===== src/rtl/sap1_pkg.sv =====
// Shared widths and loader state encoding for the SAP-1 program RAM loader.
package sap1_pkg;
  localparam int ADDR_W    = 4;
  localparam int DATA_W    = 8;
  localparam int RAM_DEPTH = 16;

  typedef enum logic [2:0] {
    LD_IDLE,
    LD_FILL,
    LD_WRITE,
    LD_VERIFY,
    LD_DONE,
    LD_ERROR
  } ld_state_t;

  function automatic logic is_last(input logic [ADDR_W-1:0] a);
    return a == ADDR_W'(RAM_DEPTH - 1);
  endfunction
endpackage


===== src/rtl/ram_loader.sv =====
// Streams 16 program bytes into RAM (one per 2 cycles), then optionally reads them back over the bus.
// Fill stalls while in_valid is low; start-to-done is 49 cycles with verify, abort wins over everything.
module ram_loader
  import sap1_pkg::*;
#(
  parameter int VERIFY_EN = 1
) (
  input  logic              clk,
  input  logic              rst_n,
  input  logic              start,
  input  logic              abort,
  input  logic              in_valid,
  input  logic [DATA_W-1:0] in_data,
  output logic              in_ready,
  output logic              prg_mode,
  output logic [DATA_W-1:0] prg_data,
  output logic [ADDR_W-1:0] address,
  output logic              wr_en,
  output logic              re_en,
  input  logic [DATA_W-1:0] bus_in,
  output logic              busy,
  output logic              done,
  output logic              error,
  output logic [ADDR_W-1:0] err_addr
);

  ld_state_t         state;
  logic [ADDR_W-1:0] cnt;
  logic [DATA_W-1:0] shadow [RAM_DEPTH];
  logic              take;

  assign take = (state == LD_FILL) && in_valid && in_ready && !abort;

  // Copy of every byte handed to RAM, used as the verify reference.
  always_ff @(posedge clk) begin
    if (take) shadow[cnt] <= in_data;
  end

  always_ff @(posedge clk or negedge rst_n) begin
    if (!rst_n) begin
      state    <= LD_IDLE;
      cnt      <= '0;
      in_ready <= 1'b0;
      prg_mode <= 1'b0;
      prg_data <= '0;
      address  <= '0;
      wr_en    <= 1'b0;
      re_en    <= 1'b0;
      busy     <= 1'b0;
      done     <= 1'b0;
      error    <= 1'b0;
      err_addr <= '0;
    end else if (abort) begin
      // Sampled on the accepting edge, abort also keeps that byte's write strobe from ever issuing.
      state    <= LD_IDLE;
      cnt      <= '0;
      in_ready <= 1'b0;
      prg_mode <= 1'b0;
      prg_data <= '0;
      address  <= '0;
      wr_en    <= 1'b0;
      re_en    <= 1'b0;
      busy     <= 1'b0;
      done     <= 1'b0;
      error    <= 1'b0;
      err_addr <= '0;
    end else begin
      case (state)
        LD_IDLE, LD_DONE, LD_ERROR: begin
          if (start) begin
            state    <= LD_FILL;
            cnt      <= '0;
            in_ready <= 1'b1;
            prg_mode <= 1'b1;
            prg_data <= '0;
            address  <= '0;
            busy     <= 1'b1;
            done     <= 1'b0;
            error    <= 1'b0;
            err_addr <= '0;
          end
        end
        LD_FILL: begin
          if (in_valid && in_ready) begin
            state    <= LD_WRITE;
            prg_data <= in_data;
            address  <= cnt;
            wr_en    <= 1'b1;
            in_ready <= 1'b0;
          end
        end
        LD_WRITE: begin
          wr_en <= 1'b0;
          if (!is_last(cnt)) begin
            state    <= LD_FILL;
            cnt      <= cnt + 1'b1;
            in_ready <= 1'b1;
          end else if (VERIFY_EN != 0) begin
            state    <= LD_VERIFY;
            cnt      <= '0;
            address  <= '0;
            prg_mode <= 1'b0;
            re_en    <= 1'b1;
          end else begin
            state    <= LD_DONE;
            prg_mode <= 1'b0;
            busy     <= 1'b0;
            done     <= 1'b1;
          end
        end
        LD_VERIFY: begin
          if (bus_in != shadow[cnt]) begin
            state    <= LD_ERROR;
            err_addr <= cnt;
            re_en    <= 1'b0;
            busy     <= 1'b0;
            error    <= 1'b1;
          end else if (is_last(cnt)) begin
            state <= LD_DONE;
            re_en <= 1'b0;
            busy  <= 1'b0;
            done  <= 1'b1;
          end else begin
            cnt     <= cnt + 1'b1;
            address <= cnt + 1'b1;
          end
        end
        default: state <= LD_IDLE;
      endcase
    end
  end

endmodule


===== config.mk =====
export PLATFORM = sky130hd
export DESIGN_NAME = ram_loader
export DESIGN_NICKNAME = d
export VERILOG_FILES = /design/src/rtl/sap1_pkg.sv /design/src/rtl/ram_loader.sv
export SDC_FILE = /design/constraint.sdc
export NUM_CORES = 1
export LEC_CHECK = 0
export CAP_MARGIN = 15
export CORE_ASPECT_RATIO = 0.75
export CORE_MARGIN = 3
export CORE_UTILIZATION = 60
export CTS_CLUSTER_SIZE = 8
export DETAILED_ROUTE_END_ITERATION = 8
export PLACE_DENSITY = 0.78
export SLEW_MARGIN = 20
export SYNTH_ARGS = -nofsm -noshare
export SYNTH_HDL_FRONTEND = slang
export SYNTH_SLANG_ARGS = --single-unit

===== constraint.sdc =====
create_clock -name clk -period 8.6 [get_ports clk]
set_input_delay 1.72 -clock clk [delete_from_list [all_inputs] [get_ports clk]]
set_output_delay 1.72 -clock clk [all_outputs]
set_load 0.05 [all_outputs]

==> results of run 1 <==
## power breakdown
part / switching (mW) / internal, mW / leakage [nW]
Sequential: 0.0140 / 0.836 / 1.56
Combinational: 0.0759 / 0.0418 / 0.798
Clock: 0.285 / 0.453 / 0.279
## worst max-delay path: stages
cell             delay, ps
clkdlybuf4s50_1        740
nand2b_1               370
nor3_1                 520
nand2_1                270
nor3_1                 900
## cell usage in the layout (no fill, tap or decap), types with 4 or more instances in the layout
cell / n
o21ai_0: 17
nor3_1: 12
clkdlybuf4s50_1: 43
o22ai_1: 5
mux4_2: 22
edfxtp_1: 128
dfrtp_1: 28
a21oi_1: 10
nand2_1: 38
xor2_1: 5
mux2i_1: 17
mux2_2: 7
and2_1: 6
clkbuf_16: 17
a22oi_1: 11
ha_1: 4
nor2b_1: 8
o41ai_1: 4
o211ai_1: 5
nand2b_1: 7
inv_1: 9
nor2_1: 32
xnor2_1: 4
nand3_1: 8
a22o_1: 4
or3_1: 4
## cell usage after synthesis (4+ instances only)
| library cell | count | area (sq um) |
|---|---|---|
| mux4_2 | 22 | 495 |
| ha_1 | 4 | 50.1 |
| nor2_1 | 32 | 120 |
| nor3_1 | 14 | 70.1 |
| nand2b_1 | 7 | 43.8 |
| a22o_1 | 4 | 35.0 |
| inv_1 | 9 | 33.8 |
| a22oi_1 | 11 | 82.6 |
| and2_1 | 6 | 37.5 |
| clkbuf_1 | 13 | 48.8 |
| a21oi_1 | 10 | 50.1 |
| nor2b_1 | 8 | 50.1 |
| o211ai_1 | 5 | 37.5 |
| mux2i_1 | 17 | 170 |
| o41ai_1 | 4 | 35.0 |
| nand2_1 | 38 | 143 |
| xnor2_1 | 4 | 35.0 |
| o21ai_0 | 17 | 85.1 |
| o22ai_1 | 5 | 31.3 |
| edfxtp_1 | 128 | 3840 |
| buf_2 | 7 | 35.0 |
| nand3_1 | 8 | 40.0 |
| or3_1 | 4 | 25.0 |
| mux2_2 | 7 | 78.8 |
| xor2_1 | 5 | 43.8 |
| dfrtp_1 | 30 | 751 |
## path summary, 6_finish.rpt
kind                        startpoint      endpoint  slack [ps]  cells after the start
max in group asynchronous        rst_n        cnt[0]        6580                      2
setup reg to reg                cnt[0]        cnt[0]        5070                      8
hold reg to reg            prg_data[0]   prg_data[0]         500                      2
setup / recovery                 abort  shadow[0][1]        4100                      5
hold / removal             prg_data[0]   prg_data[0]         500                      2
min in group asynchronous        rst_n         re_en        1690                      2
## state kept, by name, summed over array words and instances, names as in the netlist, 3 cells and up
register	cells
cnt	4
err_addr	4
address	4
shadow	128
state	3
prg_data	8
## layer usage
metal	track usage, %	vias to the layer above
met5	0	-
met4	8.31	0
met3	7.27	26
met2	36.1	273
met1	40.8	2125
li1	-	1857
## area by class of cell
| type | instances | area (sq um) | share of cell area, % |
|---|---|---|---|
| sequential | 158 | 4600 | 58.3 |
| inverter | 10 | 37.5 | 0.476 |
| multi-input combinational | 264 | 2050 | 26.0 |
| clock buffer | 20 | 437 | 5.54 |
| tap | 136 | 170 | 2.16 |
| timing repair buffer | 45 | 445 | 5.65 |
| clock inverter | 12 | 145 | 1.84 |
## per-stage QoR
stage / setup WS (ps) / cells
after floorplan: 5000 / 455
after global placement: 3870 / 613
after detailed placement: 3620 / 613
after CTS: 4080 / 645
after global routing: 3960 / 645
final: 4100 / 645
## cells by family after synthesis
kind of cell,count (synthesis),synth area share [%]
XOR/XNOR,9,1.16
multiplexers,48,11.3
AND/OR/NAND/NOR,124,8.54
flip-flops,158,67.7
AO/OA/AOI/OAI,79,8.36
buffers and inverters,33,2.18
adder cells (fa/ha/maj),4,0.738
==> results.tsv, run 1 <==
stage	metric	value	unit
status	outcome	complete, no violations	
yosys	Synth cell types	53	
worst_setup_path	critical path launch point type	primary input	
place	IO Port Bufs	43	
die	num rows	32	
clocking	Reg clk slew, reported paths	60	ps
timing	worst-margin pin slew	1110	ps
pwr	Static Leak	2.63	nW
pwr	Power Total	1.71	mW
yosys	Synth Register Bits	158	
timing	RSZ-0062 raised after global routing	no	
die	number of I/O pins	44	
yosys	Mapped Area	6780	sq um
clocking	CTS sink cnt	158	
layout	layout net count	521	
place	dpl hpwl	10100	microns
timing	Hold Slack	499	ps
worst_setup_path	Crit Path Class	primary input to flip-flop	
grt	GRT Total Usage	26.2	%
detailed_routing	WL met2	7050	microns
die	die area	12600	sq um
grt	grt total ovfl	0	
die	Core Region	10700	sq um
timing	final max-slew violation count	0	
worst_setup_path	Req. time, crit path	8630	ps
detailed_routing	number of remaining DRC errors	0	
die	Initial Utilization	63.7	%
place	placed inst area	7290	sq um
timing	max frequency	222	MHz
detailed_routing	Antenna Nets Post-Route	0	
clocking	cts hold-fix bufs	0	
timing	fin crit share	52.4	%
yosys	Most used DFF post-synth	edfxtp_1	
layout	synth-to-layout area growth	16.2	%
layout	# fillers	660	
detailed_routing	Vias per Instance	6.64	
layout	share of cells above drive strength 1	13.8	%
hold_path	Hold/Removal Path Class	flip-flop to flip-flop	
detailed_routing	DR pass1 iterations	5	
layout	# diodes	0	
timing	final hold vios	0	
clocking	worst-skew pair later-pin latency	410	ps
die	Die H	98.1	microns
detailed_routing	wire per inst	24.1	microns
layout	fin area	7890	sq um
timing	setup_tns	0	ps
clocking	CTS root buffer	clkbuf_16	
layout	Core Util, Final	74.0	%
detailed_routing	DRT iter0 DRCs	585	
clocking	Longest Clk Path Bufs	2	
timing	setup violators final	0	
clocking	cells resized by post-CTS repair	0	
grt	vias in the first global route	4245	
pwr	power per cell area	216	nW/um^2
place	gpl congestion	0.883	
detailed_routing	Via Count	4281	
clocking	Post-CTS Setup Bufs	0	
run	Max-Cap Viols	0	
grt	initial antenna violation count	0	
grt	largest net degree at the start of global routing	50	
timing	Clock Skew	9.47	ps
die	die width	129	microns
yosys	synth warn	0	
clocking	total CTS buffers	17	
pwr	worst vdd ir	0.146	mV
timing	Tmin final	4500	ps
yosys	fraction of registers with async set/reset	19.0	%
detailed_routing	Max Used Layer	met4	
detailed_routing	met1 wire length	6610	microns
detailed_routing	met3 WL	1650	microns
yosys	Mean Syn Cell Area	14.9	sq um
timing	Slew Limit Headroom	25.5	%
clocking	CTS tree	done	
yosys	syn nets	480	
yosys	Gate Count Post-Synth	455	
grt	first-pass GRT wire length	24300	microns
worst_setup_path	CP arrival	4530	ps
yosys	number of flops mapped to enable cells by yosys	128	
clocking	H-tree depth	4	
worst_setup_path	Setup crit end kind	flip-flop	
detailed_routing	final WL	15600	microns
worst_setup_path	crit-path max FO	19	
yosys	post-synthesis sequential area ratio	67.7	%
(Power assumes the default switching activity.)
==> run 2, diff against run 1 <==
- CORE_UTILIZATION: 60 -> 59
- PLACE_DENSITY: 0.78 -> 0.77
- clock period: 8.6 -> 4.4 ns (I/O delays scaled with it)
==> run 2 against run 1 <==
Hold slack got worse by 13 ps. Critical path depth is 4 higher. Routed wire length fell by 2.7%. Total power grew 100%. Sequential cell count unchanged. Worst setup slack worse by 3200 ps. Sequential share of layout area decreased by 1.1 points. Largest cell class unchanged. Clock power up 110%.
==> results.tsv, run 2 (synthesis results as in run 1) <==
stage	metric	value	unit
worst_setup_path	critical path launch point type	flip-flop	
layout	multi-input logic area	2040	sq um
layout	Biggest register	shadow	
detailed_routing	final WL	15200	microns
timing	setup_tns	0	ps
pwr	switching power	0.755	mW
clocking	CTS root buffer	clkbuf_16	
clocking	worst-skew pair later-pin latency	420	ps
pwr	clock group share of total power	44.9	%
pwr	worst vdd ir	0.289	mV
hold_path	Hold/Removal Path Class	flip-flop to flip-flop	
grt	initial antenna violation count	0	
layout	synth-to-layout area growth	18.5	%
detailed_routing	DRT iter0 DRCs	581	
status	outcome	complete, no violations	
timing	Hold Slack	486	ps
timing	max frequency	285	MHz
layout	flip-flop and latch area	4600	sq um
die	die width	130	microns
worst_setup_path	Req. time, crit path	4690	ps
pwr	Pint	2.67	mW
timing	final hold vios	0	
pwr	part of the power in combinational logic	6.6	%
pwr	power per cell area	426	nW/um^2
die	number of I/O pins	44	
worst_setup_path	CP arrival	3810	ps
clocking	Post-CTS Setup Bufs	0	
timing	Tmin final	3510	ps
die	Core Region	11100	sq um
pwr	Power Total	3.43	mW
layout	Largest regs	shadow (128), prg_data (8)	
worst_setup_path	Setup crit end kind	flip-flop	
detailed_routing	Antenna Nets Post-Route	0	
place	IO Port Bufs	43	
grt	grt total ovfl	0	
worst_setup_path	cell family with most CP delay	flip-flops	
layout	share of cells above drive strength 1	16.4	%
pwr	power share of the sequential group	48.5	%
timing	setup violators final	0	
timing	worst-margin pin slew	1060	ps
layout	layout net count	537	
run	Max-Cap Viols	0	
timing	Slew Limit Headroom	29.0	%
detailed_routing	Via Count	4243	
clocking	CTS sink cnt	158	
grt	vias in the first global route	4112	
detailed_routing	number of remaining DRC errors	0	
detailed_routing	wire per inst	22.8	microns
die	num rows	33	
die	die area	12800	sq um
clocking	total CTS buffers	17	
layout	max reg flops	128	
die	Initial Utilization	61.3	%
layout	# fillers	715	
detailed_routing	Vias per Instance	6.38	
layout	# diodes	0	
layout	most frequent cells in the layout	128 x edfxtp_1, 43 x clkdlybuf4s50_1, 38 x nand2_1	
clocking	cells resized by post-CTS repair	0	
worst_setup_path	Crit Path Class	flip-flop to flip-flop	
clocking	Reg clk slew, reported paths	60	ps
pwr	Sw Share	22.0	%
place	gpl congestion	0.884	
timing	fin crit share	79.8	%
clocking	cts hold-fix bufs	0	
clocking	H-tree depth	4	
timing	RSZ-0062 raised after global routing	no	
timing	final max-slew violation count	0	
clocking	CTS tree	done	
worst_setup_path	CP max stage delay	1070	ps
worst_setup_path	critical path cell sequence	buf_4 -> mux2i_1 -> a22oi_1 -> a21oi_1 -> o211ai_1 -> a211oi_2 -> and3_1 -> o21ai_2 -> mux2_1	
worst_setup_path	crit-path max FO	43	
grt	GRT Total Usage	25.2	%
die	Die H	98.9	microns
grt	first-pass GRT wire length	23800	microns
detailed_routing	DR pass1 iterations	5	
place	dpl hpwl	10100	microns
worst_setup_path	Crit-path slowest cell	dfrtp_2	
grt	largest net degree at the start of global routing	44	
timing	Clock Skew	8.13	ps
layout	most common cell after layout, fill and taps aside	edfxtp_1	
worst_setup_path	CP Buf/Inv Count	1	
clocking	Longest Clk Path Bufs	2	
pwr	Static Leak	2.72	nW
==> run 2: cell types whose count changed in the layout (fill, tap and decap cells not counted), sizes merged <==
| cell | previous run | this run |
|---|---|---|
| clkbuf | 20 | 19 |
| buf | 2 | 18 |
| bufinv | 3 | 4 |
| clkinv | 7 | 4 |
| clkinvlp | 2 | 3 |
| inv | 10 | 12 |
==> run 2: final timing paths <==
check / slack, ps / cells after the start / end / from
worst max-delay path: 890 / 9 / cnt[1] / cnt[1]
worst min-delay path: 490 / 2 / prg_data[3] / prg_data[3]
worst max register to register: 890 / 9 / cnt[1] / cnt[1]
worst min register to register: 490 / 2 / prg_data[3] / prg_data[3]
max in group asynchronous: 3230 / 2 / cnt[0] / rst_n
min in group asynchronous: 850 / 2 / busy / rst_n
==> run 2: final cells by class <==
type                            count  area share (%)
Tap cell                          140            2.18
Clock buffer                       19            5.38
Inverter                           10           0.467
Clock inverter                     13            2.35
Multi-Input combinational cell    264            25.4
Timing Repair Buffer               61            7.03
Sequential cell                   158            57.2
==> run 2: worst reg2reg max path: stages (launching register included) <==
cell      delay (ps)
dfrtp_2         1070
buf_4            340
mux2i_1          280
a22oi_1          140
a21oi_1          150
o211ai_1         130
a211oi_2         360
and3_1           430
o21ai_2          160
mux2_1           340
==> run 2: power groups by stage <==
stage	Sequential [mW]	Clock (mW)	Combinational [mW]
2_1_floorplan	1.71	0	0.110
3_3_place_gp	1.69	0	0.219
3_5_place_dp	1.69	0	0.224
4_1_cts	1.66	1.56	0.225
5_1_grt	1.66	1.62	0.243
6_report	1.66	1.54	0.226
==> run 2: per-layer routing <==
metal,global-route usage (%),share of wire [%],vias up
li1,-,-,1882
met3,5.90,9.0,18
met1,40.5,45,2114
met5,0,0,-
met2,34.6,45,229
met4,7.83,1.3,0
==> run 2: stage by stage <==
stage / instances / setup WS, ps / instance area [sq um] / util (%)
after floorplan: 455 / 1640 / 6780 / -
after global placement: 633 / 909 / 7420 / 67.0
after detailed placement: 633 / 800 / 7420 / 67.0
after global routing: 665 / 689 / 8040 / 72.7
after CTS: 665 / 729 / 8040 / 72.6
final: 665 / 889 / 8040 / 72.7
